### config.mk
export PLATFORM = sky130hd
export DESIGN_NAME = uart_rx_loader
export DESIGN_NICKNAME = d
export VERILOG_FILES = /design/src/rtl/uart_pkg.sv /design/src/rtl/uart_rx_core.sv /design/src/rtl/uart_rx_loader.sv
export SDC_FILE = /design/constraint.sdc
export NUM_CORES = 1
export LEC_CHECK = 0
export CAP_MARGIN = 20
export CORE_AREA = 5 5 127 141
export CTS_CLUSTER_SIZE = 16
export DETAILED_ROUTE_END_ITERATION = 8
export DIE_AREA = 0 0 132 146
export GPL_ROUTABILITY_DRIVEN = 0
export PLACE_DENSITY = 0.47
export SYNTH_ARGS = -nofsm -noshare
export SYNTH_HDL_FRONTEND = slang
export SYNTH_SLANG_ARGS = --single-unit
### constraint.sdc
create_clock -name CLOCK -period 8.5 [get_ports CLOCK]
set_input_delay 0.85 -clock CLOCK [delete_from_list [all_inputs] [get_ports CLOCK]]
set_output_delay 0.85 -clock CLOCK [all_outputs]
set_load 0.01 [all_outputs]
### src/rtl/uart_pkg.sv
// Shared types and default parameters for the UART receive/loader path.
package uart_pkg;

    localparam int unsigned CLKS_PER_BIT_DEF = 434;
    localparam int unsigned NUM_WORDS_DEF    = 768;
    localparam int unsigned ADDR_W_DEF       = 12;
    localparam int unsigned TIMEOUT_BITS_DEF = 40;

    typedef enum logic [1:0] {
        ST_IDLE,
        ST_LOAD,
        ST_DONE
    } load_state_e;

    typedef enum logic [1:0] {
        RX_IDLE,
        RX_START,
        RX_DATA,
        RX_STOP
    } rx_state_e;

endpackage

### src/rtl/uart_rx_core.sv
// UART 8N1 bit sampler: synchronizer, mid-bit timer and shift register.
// Emits a one-cycle byte_valid (good stop bit) or byte_err (low stop bit).
module uart_rx_core
    import uart_pkg::*;
#(
    parameter int unsigned CLKS_PER_BIT = CLKS_PER_BIT_DEF
) (
    input  logic       i_clk,
    input  logic       i_rst,
    input  logic       i_rxd,
    output logic       o_byte_valid,
    output logic       o_byte_err,
    output logic [7:0] o_byte
);

    localparam int unsigned     CNT_W     = $clog2(CLKS_PER_BIT);
    localparam logic [CNT_W-1:0] HALF_LAST = CNT_W'(CLKS_PER_BIT / 2 - 1);
    localparam logic [CNT_W-1:0] BIT_LAST  = CNT_W'(CLKS_PER_BIT - 1);

    rx_state_e        r_state, w_state_n;
    logic             r_sync1, r_rxd;
    logic [CNT_W-1:0] r_cnt, w_cnt_n;
    logic [2:0]       r_bit, w_bit_n;
    logic [7:0]       r_shift, w_shift_n;
    logic             r_valid, w_valid_n;
    logic             r_err, w_err_n;

    always_ff @(posedge i_clk or posedge i_rst) begin
        if (i_rst) begin
            r_sync1 <= 1'b1;
            r_rxd   <= 1'b1;
            r_state <= RX_IDLE;
            r_cnt   <= '0;
            r_bit   <= '0;
            r_shift <= '0;
            r_valid <= 1'b0;
            r_err   <= 1'b0;
        end else begin
            r_sync1 <= i_rxd;
            r_rxd   <= r_sync1;
            r_state <= w_state_n;
            r_cnt   <= w_cnt_n;
            r_bit   <= w_bit_n;
            r_shift <= w_shift_n;
            r_valid <= w_valid_n;
            r_err   <= w_err_n;
        end
    end

    // Start bit re-checked at its midpoint; later samples one bit period apart.
    always_comb begin
        w_state_n = r_state;
        w_cnt_n   = r_cnt + 1'b1;
        w_bit_n   = r_bit;
        w_shift_n = r_shift;
        w_valid_n = 1'b0;
        w_err_n   = 1'b0;
        case (r_state)
            RX_IDLE: begin
                w_cnt_n = '0;
                if (!r_rxd) w_state_n = RX_START;
            end
            RX_START: begin
                if (r_cnt == HALF_LAST) begin
                    w_cnt_n   = '0;
                    w_bit_n   = '0;
                    w_state_n = r_rxd ? RX_IDLE : RX_DATA;
                end
            end
            RX_DATA: begin
                if (r_cnt == BIT_LAST) begin
                    w_cnt_n   = '0;
                    w_shift_n = {r_rxd, r_shift[7:1]};
                    w_bit_n   = r_bit + 3'd1;
                    if (r_bit == 3'd7) w_state_n = RX_STOP;
                end
            end
            RX_STOP: begin
                if (r_cnt == BIT_LAST) begin
                    w_cnt_n   = '0;
                    w_state_n = RX_IDLE;
                    w_valid_n = r_rxd;
                    w_err_n   = ~r_rxd;
                end
            end
            default: w_state_n = RX_IDLE;
        endcase
    end

    assign o_byte_valid = r_valid;
    assign o_byte_err   = r_err;
    assign o_byte       = r_shift;

endmodule

### src/rtl/uart_rx_loader.sv
// Assembles UART bytes into 32-bit words and writes them to sequential RAM addresses.
// Optional partial-word idle timeout enabled by defining RX_TIMEOUT_EN.
module uart_rx_loader
    import uart_pkg::*;
#(
    parameter int unsigned CLKS_PER_BIT = CLKS_PER_BIT_DEF,
    parameter int unsigned NUM_WORDS    = NUM_WORDS_DEF,
`ifdef RX_TIMEOUT_EN
    parameter int unsigned TIMEOUT_BITS = TIMEOUT_BITS_DEF,
`endif
    parameter int unsigned ADDR_W       = ADDR_W_DEF
) (
    input  logic              CLOCK,
    input  logic              RESET,
    input  logic              UART_RXD,
    input  logic              START,
    input  logic              STOP,
    output logic              WR_EN,
    output logic [ADDR_W-1:0] WR_ADDR,
    output logic [31:0]       WR_DATA,
    output logic              BUSY,
    output logic              DONE,
    output logic              FRAME_ERR
);

    localparam logic [ADDR_W-1:0] LAST_ADDR = ADDR_W'(NUM_WORDS - 1);

    logic        w_byte_valid, w_byte_err, w_timeout;
    logic [7:0]  w_byte;

    load_state_e       r_state, w_state_n;
    logic [1:0]        r_lane, w_lane_n;
    logic [ADDR_W-1:0] r_addr, w_addr_n;
    logic [23:0]       r_word, w_word_n;
    logic              r_wr_en, w_wr_en_n;
    logic [ADDR_W-1:0] r_wr_addr, w_wr_addr_n;
    logic [31:0]       r_wr_data, w_wr_data_n;
    logic              r_ferr, w_ferr_n;
    logic              r_busy, r_done;

    uart_rx_core #(
        .CLKS_PER_BIT (CLKS_PER_BIT)
    ) u_core (
        .i_clk        (CLOCK),
        .i_rst        (RESET),
        .i_rxd        (UART_RXD),
        .o_byte_valid (w_byte_valid),
        .o_byte_err   (w_byte_err),
        .o_byte       (w_byte)
    );

`ifdef RX_TIMEOUT_EN
    localparam int unsigned      TO_CYCLES = TIMEOUT_BITS * CLKS_PER_BIT;
    localparam int unsigned      TO_W      = $clog2(TO_CYCLES + 1);
    localparam logic [TO_W-1:0]  TO_LAST   = TO_W'(TO_CYCLES - 1);

    logic [TO_W-1:0] r_to_cnt;

    // Idle cycles since the last byte while a word is partially filled.
    always_ff @(posedge CLOCK or posedge RESET) begin
        if (RESET) begin
            r_to_cnt <= '0;
        end else if (r_state != ST_LOAD || r_lane == 2'd0 || w_byte_valid || STOP) begin
            r_to_cnt <= '0;
        end else begin
            r_to_cnt <= r_to_cnt + 1'b1;
        end
    end

    assign w_timeout = (r_lane != 2'd0) && (r_to_cnt == TO_LAST);
`else
    assign w_timeout = 1'b0;
`endif

    always_ff @(posedge CLOCK or posedge RESET) begin
        if (RESET) begin
            r_state   <= ST_IDLE;
            r_lane    <= '0;
            r_addr    <= '0;
            r_word    <= '0;
            r_wr_en   <= 1'b0;
            r_wr_addr <= '0;
            r_wr_data <= '0;
            r_ferr    <= 1'b0;
            r_busy    <= 1'b0;
            r_done    <= 1'b0;
        end else begin
            r_state   <= w_state_n;
            r_lane    <= w_lane_n;
            r_addr    <= w_addr_n;
            r_word    <= w_word_n;
            r_wr_en   <= w_wr_en_n;
            r_wr_addr <= w_wr_addr_n;
            r_wr_data <= w_wr_data_n;
            r_ferr    <= w_ferr_n;
            r_busy    <= (r_state == ST_LOAD);
            r_done    <= (r_state == ST_DONE);
        end
    end

    // STOP overrides everything, including a byte landing in the same cycle.
    always_comb begin
        w_state_n   = r_state;
        w_lane_n    = r_lane;
        w_addr_n    = r_addr;
        w_word_n    = r_word;
        w_wr_en_n   = 1'b0;
        w_wr_addr_n = r_wr_addr;
        w_wr_data_n = r_wr_data;
        w_ferr_n    = r_ferr;
        if (STOP) begin
            w_state_n = ST_IDLE;
            w_lane_n  = '0;
            w_addr_n  = '0;
            w_word_n  = '0;
        end else begin
            case (r_state)
                ST_IDLE: begin
                    if (START) begin
                        w_state_n = ST_LOAD;
                        w_lane_n  = '0;
                        w_addr_n  = '0;
                        w_word_n  = '0;
                        w_ferr_n  = 1'b0;
                    end
                end
                ST_LOAD: begin
                    if (w_byte_err) begin
                        w_ferr_n = 1'b1;
                    end else if (w_byte_valid) begin
                        w_lane_n = r_lane + 2'd1;
                        case (r_lane)
                            2'd0: w_word_n[7:0]   = w_byte;
                            2'd1: w_word_n[15:8]  = w_byte;
                            2'd2: w_word_n[23:16] = w_byte;
                            default: begin
                                w_wr_en_n   = 1'b1;
                                w_wr_addr_n = r_addr;
                                w_wr_data_n = {w_byte, r_word};
                                w_addr_n    = r_addr + 1'b1;
                                if (r_addr == LAST_ADDR) w_state_n = ST_DONE;
                            end
                        endcase
                    end else if (w_timeout) begin
                        w_lane_n = '0;
                        w_word_n = '0;
                    end
                end
                ST_DONE: w_state_n = ST_IDLE;
                default: w_state_n = ST_IDLE;
            endcase
        end
    end

    assign WR_EN     = r_wr_en;
    assign WR_ADDR   = r_wr_addr;
    assign WR_DATA   = r_wr_data;
    assign BUSY      = r_busy;
    assign DONE      = r_done;
    assign FRAME_ERR = r_ferr;

endmodule

==> flow_metrics.env <==
export IMPL_synth_ff_type="dfrtp_1"
export IMPL_cts_tree="done"
export IMPL_die_area_um2=19270
export IMPL_slew_headroom_pct=30.88
export IMPL_synth_enable_flop_cells=0
export IMPL_status="finished, final reports clean"
export IMPL_track_usage_pct=11.24
export IMPL_final_max_slew_viol_count=0
export IMPL_min_path_type="reg2reg"
export IMPL_hold_buffers=0
export IMPL_antenna_left=0
export IMPL_cts_buffer_depth=2
export IMPL_cp_endpoint="WR_DATA[21]"
export IMPL_path_class="in2reg"
export IMPL_wirelength_um=10100
export IMPL_syn_mean_instance_area_um2=13.41
export IMPL_ir_drop_mv=0.09191
export IMPL_rsz0062_at_grt="false"
export IMPL_synth_yosys_seq_area_share_pct=59.30
export IMPL_p_per_area_nw_per_um2=199.9
export IMPL_drive_gt1_share_pct=24.59
export IMPL_ios=53
export IMPL_startpoint="STOP"
export IMPL_worstReg2RegStart="r_state[0]"
export IMPL_r2r_setup_slack_ps=5800
export IMPL_setup_viol=0
export IMPL_r2r_end="WR_DATA[21]"
export IMPL_finalHoldViolations=0
export IMPL_critPathRequiredTime_ps=8790
export IMPL_ys_types=53
export IMPL_dpl_hpwl_um=6881
export IMPL_initial_utilization_pct=29.63
export IMPL_grt_max_degree=59
export IMPL_netlist_instances=359
export IMPL_clkTransAtPathRegs_ps=50
export IMPL_final_util_pct=37.40
export IMPL_arrival_ps=3420
export IMPL_vias=2971
export IMPL_clk_latency_ps=410
export IMPL_num_rows=49
export IMPL_die_width_um=132
export IMPL_antennaDiodeCount=0
export IMPL_drt_iter0_drc=175
export IMPL_avgRoutedWirePerCell_um=15.91
export IMPL_via_per_inst=4.679
export IMPL_setup_tns_ps=0
export IMPL_fmaxAchievable_ghz=0.3194
export IMPL_numCtsBuffers=17
export IMPL_antenna_found_initial=0
export IMPL_grt_pass1_vias=3193
export IMPL_yosys_warnings=0
export IMPL_startpoint_type="input pin"
export IMPL_core_region_area_um2=16250
export IMPL_area_growth_pct=26.20
export IMPL_p_leak_uw=0.002830
export IMPL_async_flop_share_pct=100.0
export IMPL_port_buffers=52
export IMPL_tightest_slew_ps=1035
export IMPL_worst_slack_ps=5369
export IMPL_clock_sinks=114
export IMPL_fp_dieH_um=146
export IMPL_grt_overflow=0
export IMPL_clockRootBuffer="clkbuf_16"
export IMPL_synth_nets=374
export IMPL_htree_levels=4
export IMPL_fin_crit_ps=3131
export IMPL_finalCritPeriodShare_pct=36.83
export IMPL_cp_max_fo=27
export IMPL_place_ws_ps=4864
export IMPL_worstSetupEndpointType="register"
export IMPL_post_cts_buffers=0
export IMPL_yosys_register_bits=114
export IMPL_route_detailed_drc=0
export IMPL_drt_pass1_iter_count=4
export IMPL_grt_pass1_wl_um=17210
export IMPL_cts_resized=0
export IMPL_fin_skew_ps=8.797
export IMPL_nets=435
export IMPL_netlist_area_um2=4815
export IMPL_maxCapViolCount=0
export IMPL_rr_worst_depth=4
[synth_stat cells (3+ instances only)]
cell type / n / area [um^2]
clkbuf_1: 5 / 18.77
nor4_1: 3 / 18.77
a32o_1: 3 / 30.03
xor2_1: 7 / 61.31
a21oi_1: 8 / 40.04
o21ai_0: 5 / 25.02
mux2_2: 60 / 675.7
dfrtp_1: 112 / 2803
nand2_1: 10 / 37.54
buf_2: 5 / 25.02
nor2b_1: 3 / 18.77
ha_1: 10 / 125.1
a22o_1: 16 / 140.1
and3_1: 10 / 62.56
nor2_1: 23 / 86.33
nand3_1: 9 / 45.04
or3_1: 3 / 18.77
inv_1: 9 / 33.78
xnor2_1: 6 / 52.55
nand2b_1: 4 / 25.02
mux2i_1: 3 / 30.03
nand4_1: 5 / 31.28
[cell usage in the layout (no fill, tap or decap), types with 3 or more instances in the layout]
cell type,n
nor4_1,3
clkbuf_1,4
nand3_1,9
xnor2_1,6
nor2_1,23
ha_1,10
a22o_1,16
nand2_1,10
a32o_1,3
nand2b_1,4
a21oi_1,8
mux2i_1,3
xor2_1,7
nand4_1,5
dfrtp_1,112
nor2b_1,3
and3_1,10
clkbuf_16,17
clkdlybuf4s50_1,52
o21ai_0,5
or3_1,3
clkinv_2,6
mux2_2,60
inv_1,8
[sequential cells by signal (all words and copies together) (netlist names), named ones only]
signal / flops
WR_ADDR: 12
FRAME_ERR: 1
r_addr: 12
r_word: 24
r_lane: 2
r_state: 2
u_core.r_bit: 3
u_core.r_cnt: 9
BUSY: 1
DONE: 1
WR_EN: 1
u_core.r_rxd: 1
u_core.r_sync1: 1
u_core.o_byte: 8
u_core.r_state: 1
u_core.o_byte_err: 1
u_core.o_byte_valid: 1
WR_DATA: 32
[metrics by stage]
stage	instances	hold WS, ps	total power, uW	cell area [um^2]
6_report	635	353.3	1215	6076
5_1_grt	635	360.8	1266	6076
4_1_cts	635	357.4	1234	6076
3_5_place_dp	605	350.6	586.7	5548
3_3_place_gp	605	349.0	586.3	5548
2_1_floorplan	359	345.2	575.5	4815
[critical path, cell delays in order]
cell,delay (ps)
clkdlybuf4s50_1,540
or2_2,390
nor3_4,760
buf_4,480
mux2_2,380
[worst min-delay path by stage]
stage,startpoint,endpoint,slack [ps],cells past startpoint
floorplan,u_core.r_sync1,u_core.r_rxd,350,0
global placement,u_core.r_sync1,u_core.r_rxd,350,0
detailed placement,u_core.r_sync1,u_core.r_rxd,350,0
CTS,u_core.r_sync1,u_core.r_rxd,360,0
global route,u_core.r_sync1,u_core.r_rxd,360,0
finish,u_core.r_sync1,u_core.r_rxd,350,0
[cells by family (layout without fill, tap and decap cells)]
| logic type | Yosys count | after routing | share of synthesized area [%] |
|---|---|---|---|
| flip-flops | 114 | 114 | 59.30 |
| AND/OR/NAND/NOR | 90 | 90 | 11.12 |
| multiplexers | 67 | 67 | 15.75 |
| AO/OA/AOI/OAI | 44 | 44 | 6.913 |
| buffers and inverters | 21 | 93 | 1.949 |
| XOR/XNOR | 13 | 13 | 2.365 |
| adder cells (fa/ha/maj) | 10 | 10 | 2.599 |
[power breakdown]
part	leakage, uW	internal (uW)	switching [uW]
combinational	0.000995	6.54	22.3
sequential	0.00157	546	2.37
clock	0.000266	409	229
total	0.00283	961	253
[area by class of cell]
| cell class | count | area (um^2) |
|---|---|---|
| Fill cell | 1558 | 10170 |
| Sequential cell | 114 | 2855 |
| Multi-Input combinational cell | 224 | 1866 |
| Timing Repair Buffer | 54 | 535.5 |
| Clock buffer | 23 | 467.9 |
| Tap cell | 204 | 255.2 |
| Clock inverter | 7 | 60.06 |
| Inverter | 9 | 36.28 |
[metal layers]
| metal | up-vias | GRT usage, % | wire (um) |
|---|---|---|---|
| li1 | 1412 | - | - |
| met1 | 1501 | 14.34 | 4724 |
| met2 | 48 | 17.37 | 4843 |
| met3 | 10 | 4.288 | 420 |
| met4 | 0 | 4.167 | 112 |
| met5 | - | 0 | 0 |
(Power assumes the default switching activity.)
